===== config.mk =====
export PLATFORM = sky130hd
export DESIGN_NAME = gelato_issue_arbiter
export DESIGN_NICKNAME = d
export VERILOG_FILES = /design/src/rtl/gelato_issue_arbiter.sv
export SDC_FILE = /design/constraint.sdc
export NUM_CORES = 1
export LEC_CHECK = 0
export ABC_AREA = 1
export CAP_MARGIN = 10
export CORE_AREA = 2 2 333 335
export CTS_BUF_LIST = sky130_fd_sc_hd__clkbuf_4
export DETAILED_ROUTE_END_ITERATION = 7
export DIE_AREA = 0 0 335 337
export PLACE_DENSITY = 0.42
export SYNTH_ARGS = -nofsm -noshare
export SYNTH_HDL_FRONTEND = slang
export SYNTH_SLANG_ARGS = --single-unit

===== constraint.sdc =====
create_clock -name clk -period 6.29 [get_ports clk]
set_input_delay 1.258 -clock clk [delete_from_list [all_inputs] [get_ports clk]]
set_output_delay 1.258 -clock clk [all_outputs]
set_load 0.05 [all_outputs]

===== src/rtl/gelato_issue_arbiter.sv =====
// ---------------------------------------------------------------------------
// gelato_issue_arbiter
//
// Round-robin arbiter that sits between NUM_REQ operand-collector units and a
// single execute unit on the issue path. Each cycle at most one collector with
// an issuable instruction is granted. The winner's instruction and source
// operands are captured in a one-entry output stage that feeds the execute
// unit. A saturating counter records how many cycles the output stage was
// stalled by the execute unit.
//
// Ports
//   clk        : clock
//   rst_n      : synchronous active-low reset
//   rdy        : global enable, 0 blocks new grants (a pending entry may drain)
//   req_valid  : per-collector "instruction ready to issue"
//   req_ready  : one-hot grant, collector i is consumed this cycle
//   req_inst   : packed instructions, collector i at [i*INST_W +: INST_W]
//   req_src    : packed sources, collector i src j at [(i*NUM_SRC+j)*SRC_W +: SRC_W]
//   out_valid  : output stage holds an instruction for the execute unit
//   out_ready  : execute unit accepts the output stage this cycle
//   out_inst   : registered instruction
//   out_src    : registered source operands
//   out_id     : index of the collector that supplied the output stage
//   stall_cnt  : saturating count of cycles with out_valid && !out_ready
// ---------------------------------------------------------------------------
module gelato_issue_arbiter #(
    parameter int NUM_REQ = 4,
    parameter int INST_W  = 64,
    parameter int SRC_W   = 32,
    parameter int NUM_SRC = 3,
    parameter int ID_W    = $clog2(NUM_REQ)
) (
    input  logic                             clk,
    input  logic                             rst_n,
    input  logic                             rdy,
    input  logic [NUM_REQ-1:0]               req_valid,
    output logic [NUM_REQ-1:0]               req_ready,
    input  logic [NUM_REQ*INST_W-1:0]        req_inst,
    input  logic [NUM_REQ*NUM_SRC*SRC_W-1:0] req_src,
    output logic                             out_valid,
    input  logic                             out_ready,
    output logic [INST_W-1:0]                out_inst,
    output logic [NUM_SRC*SRC_W-1:0]         out_src,
    output logic [ID_W-1:0]                  out_id,
    output logic [31:0]                      stall_cnt
);

    localparam int SRCS_W = NUM_SRC * SRC_W;

    logic                  out_valid_q, out_valid_d;
    logic [INST_W-1:0]     out_inst_q,  out_inst_d;
    logic [SRCS_W-1:0]     out_src_q,   out_src_d;
    logic [ID_W-1:0]       out_id_q,    out_id_d;
    logic [ID_W-1:0]       rr_ptr_q,    rr_ptr_d;
    logic [31:0]           stall_cnt_q, stall_cnt_d;

    logic                  can_load;
    logic                  grant_found;
    logic                  grant_en;
    logic [ID_W-1:0]       grant_id;
    logic [ID_W-1:0]       scan_id;
    int                    scan_idx;
    logic [INST_W-1:0]     sel_inst;
    logic [SRCS_W-1:0]     sel_src;

    // The output stage may take a new entry when it is empty or its current
    // entry is being accepted in the same cycle, which gives back-to-back issue.
    assign can_load = !out_valid_q || out_ready;

    // Round-robin search starting at rr_ptr and wrapping modulo NUM_REQ; the
    // first valid requester encountered wins.
    always_comb begin
        grant_found = 1'b0;
        grant_id    = '0;
        scan_idx    = 0;
        scan_id     = '0;
        for (int k = 0; k < NUM_REQ; k++) begin
            scan_idx = int'(rr_ptr_q) + k;
            if (scan_idx >= NUM_REQ) begin
                scan_idx = scan_idx - NUM_REQ;
            end
            scan_id = ID_W'(scan_idx);
            if (!grant_found && req_valid[scan_id]) begin
                grant_found = 1'b1;
                grant_id    = scan_id;
            end
        end
    end

    // Grant qualification deliberately ignores instruction/source data so the
    // handshake never has a combinational path from the payload.
    assign grant_en  = rst_n && rdy && can_load && grant_found;
    assign req_ready = grant_en ? (NUM_REQ'(1) << grant_id) : '0;

    // Payload mux built from constant slices of the packed request buses.
    always_comb begin
        sel_inst = '0;
        sel_src  = '0;
        for (int i = 0; i < NUM_REQ; i++) begin
            if (ID_W'(i) == grant_id) begin
                sel_inst = req_inst[i*INST_W +: INST_W];
                sel_src  = req_src[i*SRCS_W +: SRCS_W];
            end
        end
    end

    // Next-state for the output stage, round-robin pointer and stall counter.
    // When the stage cannot load everything holds, so a stalled entry stays
    // stable until the execute unit takes it.
    always_comb begin
        out_valid_d = out_valid_q;
        out_inst_d  = out_inst_q;
        out_src_d   = out_src_q;
        out_id_d    = out_id_q;
        rr_ptr_d    = rr_ptr_q;
        stall_cnt_d = stall_cnt_q;

        if (can_load) begin
            if (grant_en) begin
                out_valid_d = 1'b1;
                out_inst_d  = sel_inst;
                out_src_d   = sel_src;
                out_id_d    = grant_id;
                if (int'(grant_id) == NUM_REQ - 1) begin
                    rr_ptr_d = '0;
                end else begin
                    rr_ptr_d = grant_id + ID_W'(1);
                end
            end else begin
                out_valid_d = 1'b0;
            end
        end

        if (out_valid_q && !out_ready && (stall_cnt_q != 32'hFFFF_FFFF)) begin
            stall_cnt_d = stall_cnt_q + 32'd1;
        end
    end

    // State registers with synchronous active-low reset; a pending entry is
    // simply dropped on reset.
    always_ff @(posedge clk) begin
        if (!rst_n) begin
            out_valid_q <= 1'b0;
            out_inst_q  <= '0;
            out_src_q   <= '0;
            out_id_q    <= '0;
            rr_ptr_q    <= '0;
            stall_cnt_q <= '0;
        end else begin
            out_valid_q <= out_valid_d;
            out_inst_q  <= out_inst_d;
            out_src_q   <= out_src_d;
            out_id_q    <= out_id_d;
            rr_ptr_q    <= rr_ptr_d;
            stall_cnt_q <= stall_cnt_d;
        end
    end

    assign out_valid = out_valid_q;
    assign out_inst  = out_inst_q;
    assign out_src   = out_src_q;
    assign out_id    = out_id_q;
    assign stall_cnt = stall_cnt_q;

endmodule

==> impl_metrics.env <==
export IMPL_timing_hold_ws_ns=0.477
export IMPL_cts_buffers=17
export IMPL_io_pins=847
export IMPL_holdPathStages=2
export IMPL_relSlewSlack_pct=31.5
export IMPL_cp_end_kind="output pin"
export IMPL_path_class="input port to output pin"
export IMPL_cts_root_buf="clkbuf_4"
export IMPL_p_sw_share_pct=54.1
export IMPL_p_per_area_nw_per_um2=298
export IMPL_dpl_instance_area_um2=22700
export IMPL_min_period_over_period_pct=85.4
export IMPL_dp_hpwl_um=66100
export IMPL_netlist_instances=2180
export IMPL_power_switching_mw=3.70
export IMPL_num_vias=17100
export IMPL_reg2reg_depth=17
export IMPL_rrSetupSlack_ns=2.16
export IMPL_ir_worst_vdd_mv=0.176
export IMPL_portBuffers=846
export IMPL_final_util_pct=21.0
export IMPL_holdBufCountCts=0
export IMPL_synth_top_area_share_pct=30.7
export IMPL_synth_commonest_cells="nand2_1, a21oi_1, o21ai_0"
export IMPL_yosys_area_top_type="dfxtp_1"
export IMPL_worst_pin_slew_ns=1.02
export IMPL_pwr_share_clk_pct=11.8
export IMPL_drive_above_1_share_pct=4.39
export IMPL_synth_flop_cell="dfxtp_1"
export IMPL_numClockSinks=197
export IMPL_power_internal_mw=3.14
export IMPL_syn_nets=2833
export IMPL_r2r_end="out_src[22]"
export IMPL_htreeDepth=4
export IMPL_routed_wl_um=86800
export IMPL_n_fill_cell=12600
export IMPL_syn_to_final_growth_pct=79.0
export IMPL_setup_tns_ns=0
export IMPL_yosysMostFrequentCell="nand2_1"
export IMPL_drtIter0Drc=789
export IMPL_critPathRequiredTime_ns=5.03
export IMPL_hold_class="flip-flop to flip-flop"
export IMPL_fin_skew_ns=0.0281
export IMPL_hold_start="out_src[76]"
export IMPL_cts_setup_buffers=0
export IMPL_fin_nets=3554
export IMPL_antenna_found_initial=42
export IMPL_place_ws_ns=0.854
export IMPL_grt_pass1_wl_um=120000
export IMPL_hold_viol=0
export IMPL_die_area_um2=113000
export IMPL_async_flop_share_pct=0
export IMPL_start_util_pct=11.7
export IMPL_vias_per_cell=3.93
export IMPL_setup_viol=0
export IMPL_grt_max_degree=187
export IMPL_die_h_um=337
export IMPL_gp_congestion=0.906
export IMPL_ys_types=32
export IMPL_grt_usage_pct=14.7
export IMPL_slew_violations=0
export IMPL_grt_pass1_vias=16400
export IMPL_drc=0
export IMPL_clk_pin_slew_ns=0.19
export IMPL_seq_area_frac_synth_pct=30.7
export IMPL_ant_nets=0
export IMPL_fmax_mhz=186
export IMPL_yosys_warnings=0
export IMPL_cts_buffer_depth=2
export IMPL_arrival_ns=4.11
export IMPL_p_leak_nw=7.93
export IMPL_power_mw=6.84
export IMPL_core_area_um2=110000
export IMPL_final_cell_area_um2=23000
export IMPL_synth_edf_count=0
export IMPL_row_count=122
export IMPL_holdPathEnd="out_src[76]"
export IMPL_synth_area_per_cell_um2=5.89
export IMPL_p_comb_share_pct=66.1
export IMPL_yosys_top_cells_area="dfxtp_1, nand2_1, a21oi_1"
export IMPL_seq_power_share_pct=22.1
export IMPL_layout_setup_ws_ns=0.920
export IMPL_r2r_start="rr_ptr_q[0]"
export IMPL_final_cells=4350
export IMPL_first_pass_iters=5
export IMPL_syn_area_um2=12800
export IMPL_cts_resized=0
export IMPL_wl_per_cell_um=20.0
export IMPL_startpoint_type="input port"
export IMPL_dp_cells=4308
export IMPL_synth_seq_cells=197
export IMPL_fin_crit_ns=5.37
export IMPL_cp_max_fo=4
export IMPL_clock_latency_ns=0.79
export IMPL_rsz0062_at_grt="false"
export IMPL_die_x_um=335
export IMPL_max_cap_violations=0
export IMPL_status="complete, no violations"
export IMPL_cts_tree="built"
export IMPL_grt_remaining_overflow=0
worst max path at each step:
stage                            start      endpoint  slack [ns]
after floorplan           req_valid[2]  req_ready[1]        1.39
after global placement    req_valid[2]  req_ready[0]        0.81
after detailed placement  req_valid[2]  req_ready[0]        0.85
after CTS                  rr_ptr_q[0]  req_ready[0]        0.75
after global routing       rr_ptr_q[0]  req_ready[0]        0.61
final                     req_valid[2]  req_ready[0]        0.92
cells in the final DEF, fill, tap and decap left out, types with 14 or more instances in the layout:
master	count
nor2_1	62
clkbuf_4	17
o21ai_0	308
inv_1	40
buf_4	14
a21oi_2	27
nand2_1	927
a21oi_1	320
clkdlybuf4s50_1	845
dfxtp_1	197
nand3_1	18
nand2_2	29
o21ai_1	26
metal layers:
metal  vias up  routed length [um]  GRT usage, %
met2       560               43700          26.1
met1      7839               35400          17.0
met3        84                6530          5.07
li1       8583                   -             -
met4        24                1020          3.21
met5         -                 148             0
kinds of logic after synthesis:
kind of cell,synth area share (%)
AO/OA/AOI/OAI,27.6
XOR/XNOR,0.887
adder cells (fa/ha/maj),0.487
buffers and inverters,7.63
flip-flops,30.7
AND/OR/NAND/NOR,32.7
flip-flops by register name (all words and copies together), names as in the netlist:
name       cells
stall_cnt     32
out_valid      1
rr_ptr_q       2
out_inst      64
out_src       96
out_id         2
power by group through the flow:
stage	Clock, mW	Sequential (mW)	Combinational [mW]
floorplan	0	2.10	2.10
global placement	0	1.54	4.61
detailed placement	0	1.54	4.61
CTS	0.912	1.52	4.63
global route	0.929	1.54	4.99
finish	0.808	1.51	4.52
final cells by class:
class / count / area [um^2] / area share [%]
Timing Repair Buffer: 870 / 8780 / 38.2
Multi-Input combinational cell: 1770 / 7970 / 34.7
Sequential cell: 197 / 3940 / 17.2
Tap cell: 1426 / 1780 / 7.76
Inverter: 45 / 186 / 0.811
Clock inverter: 15 / 163 / 0.708
Clock buffer: 17 / 128 / 0.555
Antenna cell: 10 / 25.0 / 0.109
critical path, cell delays in order:
cell and delay, ns:
clkdlybuf4s50_1 0.50, inv_1 0.07, o21ai_0 0.23, o21ai_2 0.12
inv_1 0.06, nand2_1 0.08, o21ai_0 0.15, nand2_1 0.21
inv_1 0.17, ha_1 0.19, inv_1 0.08, nor2_1 0.10
clkdlybuf4s50_1 0.87
Power figures use the tool's default switching activity.
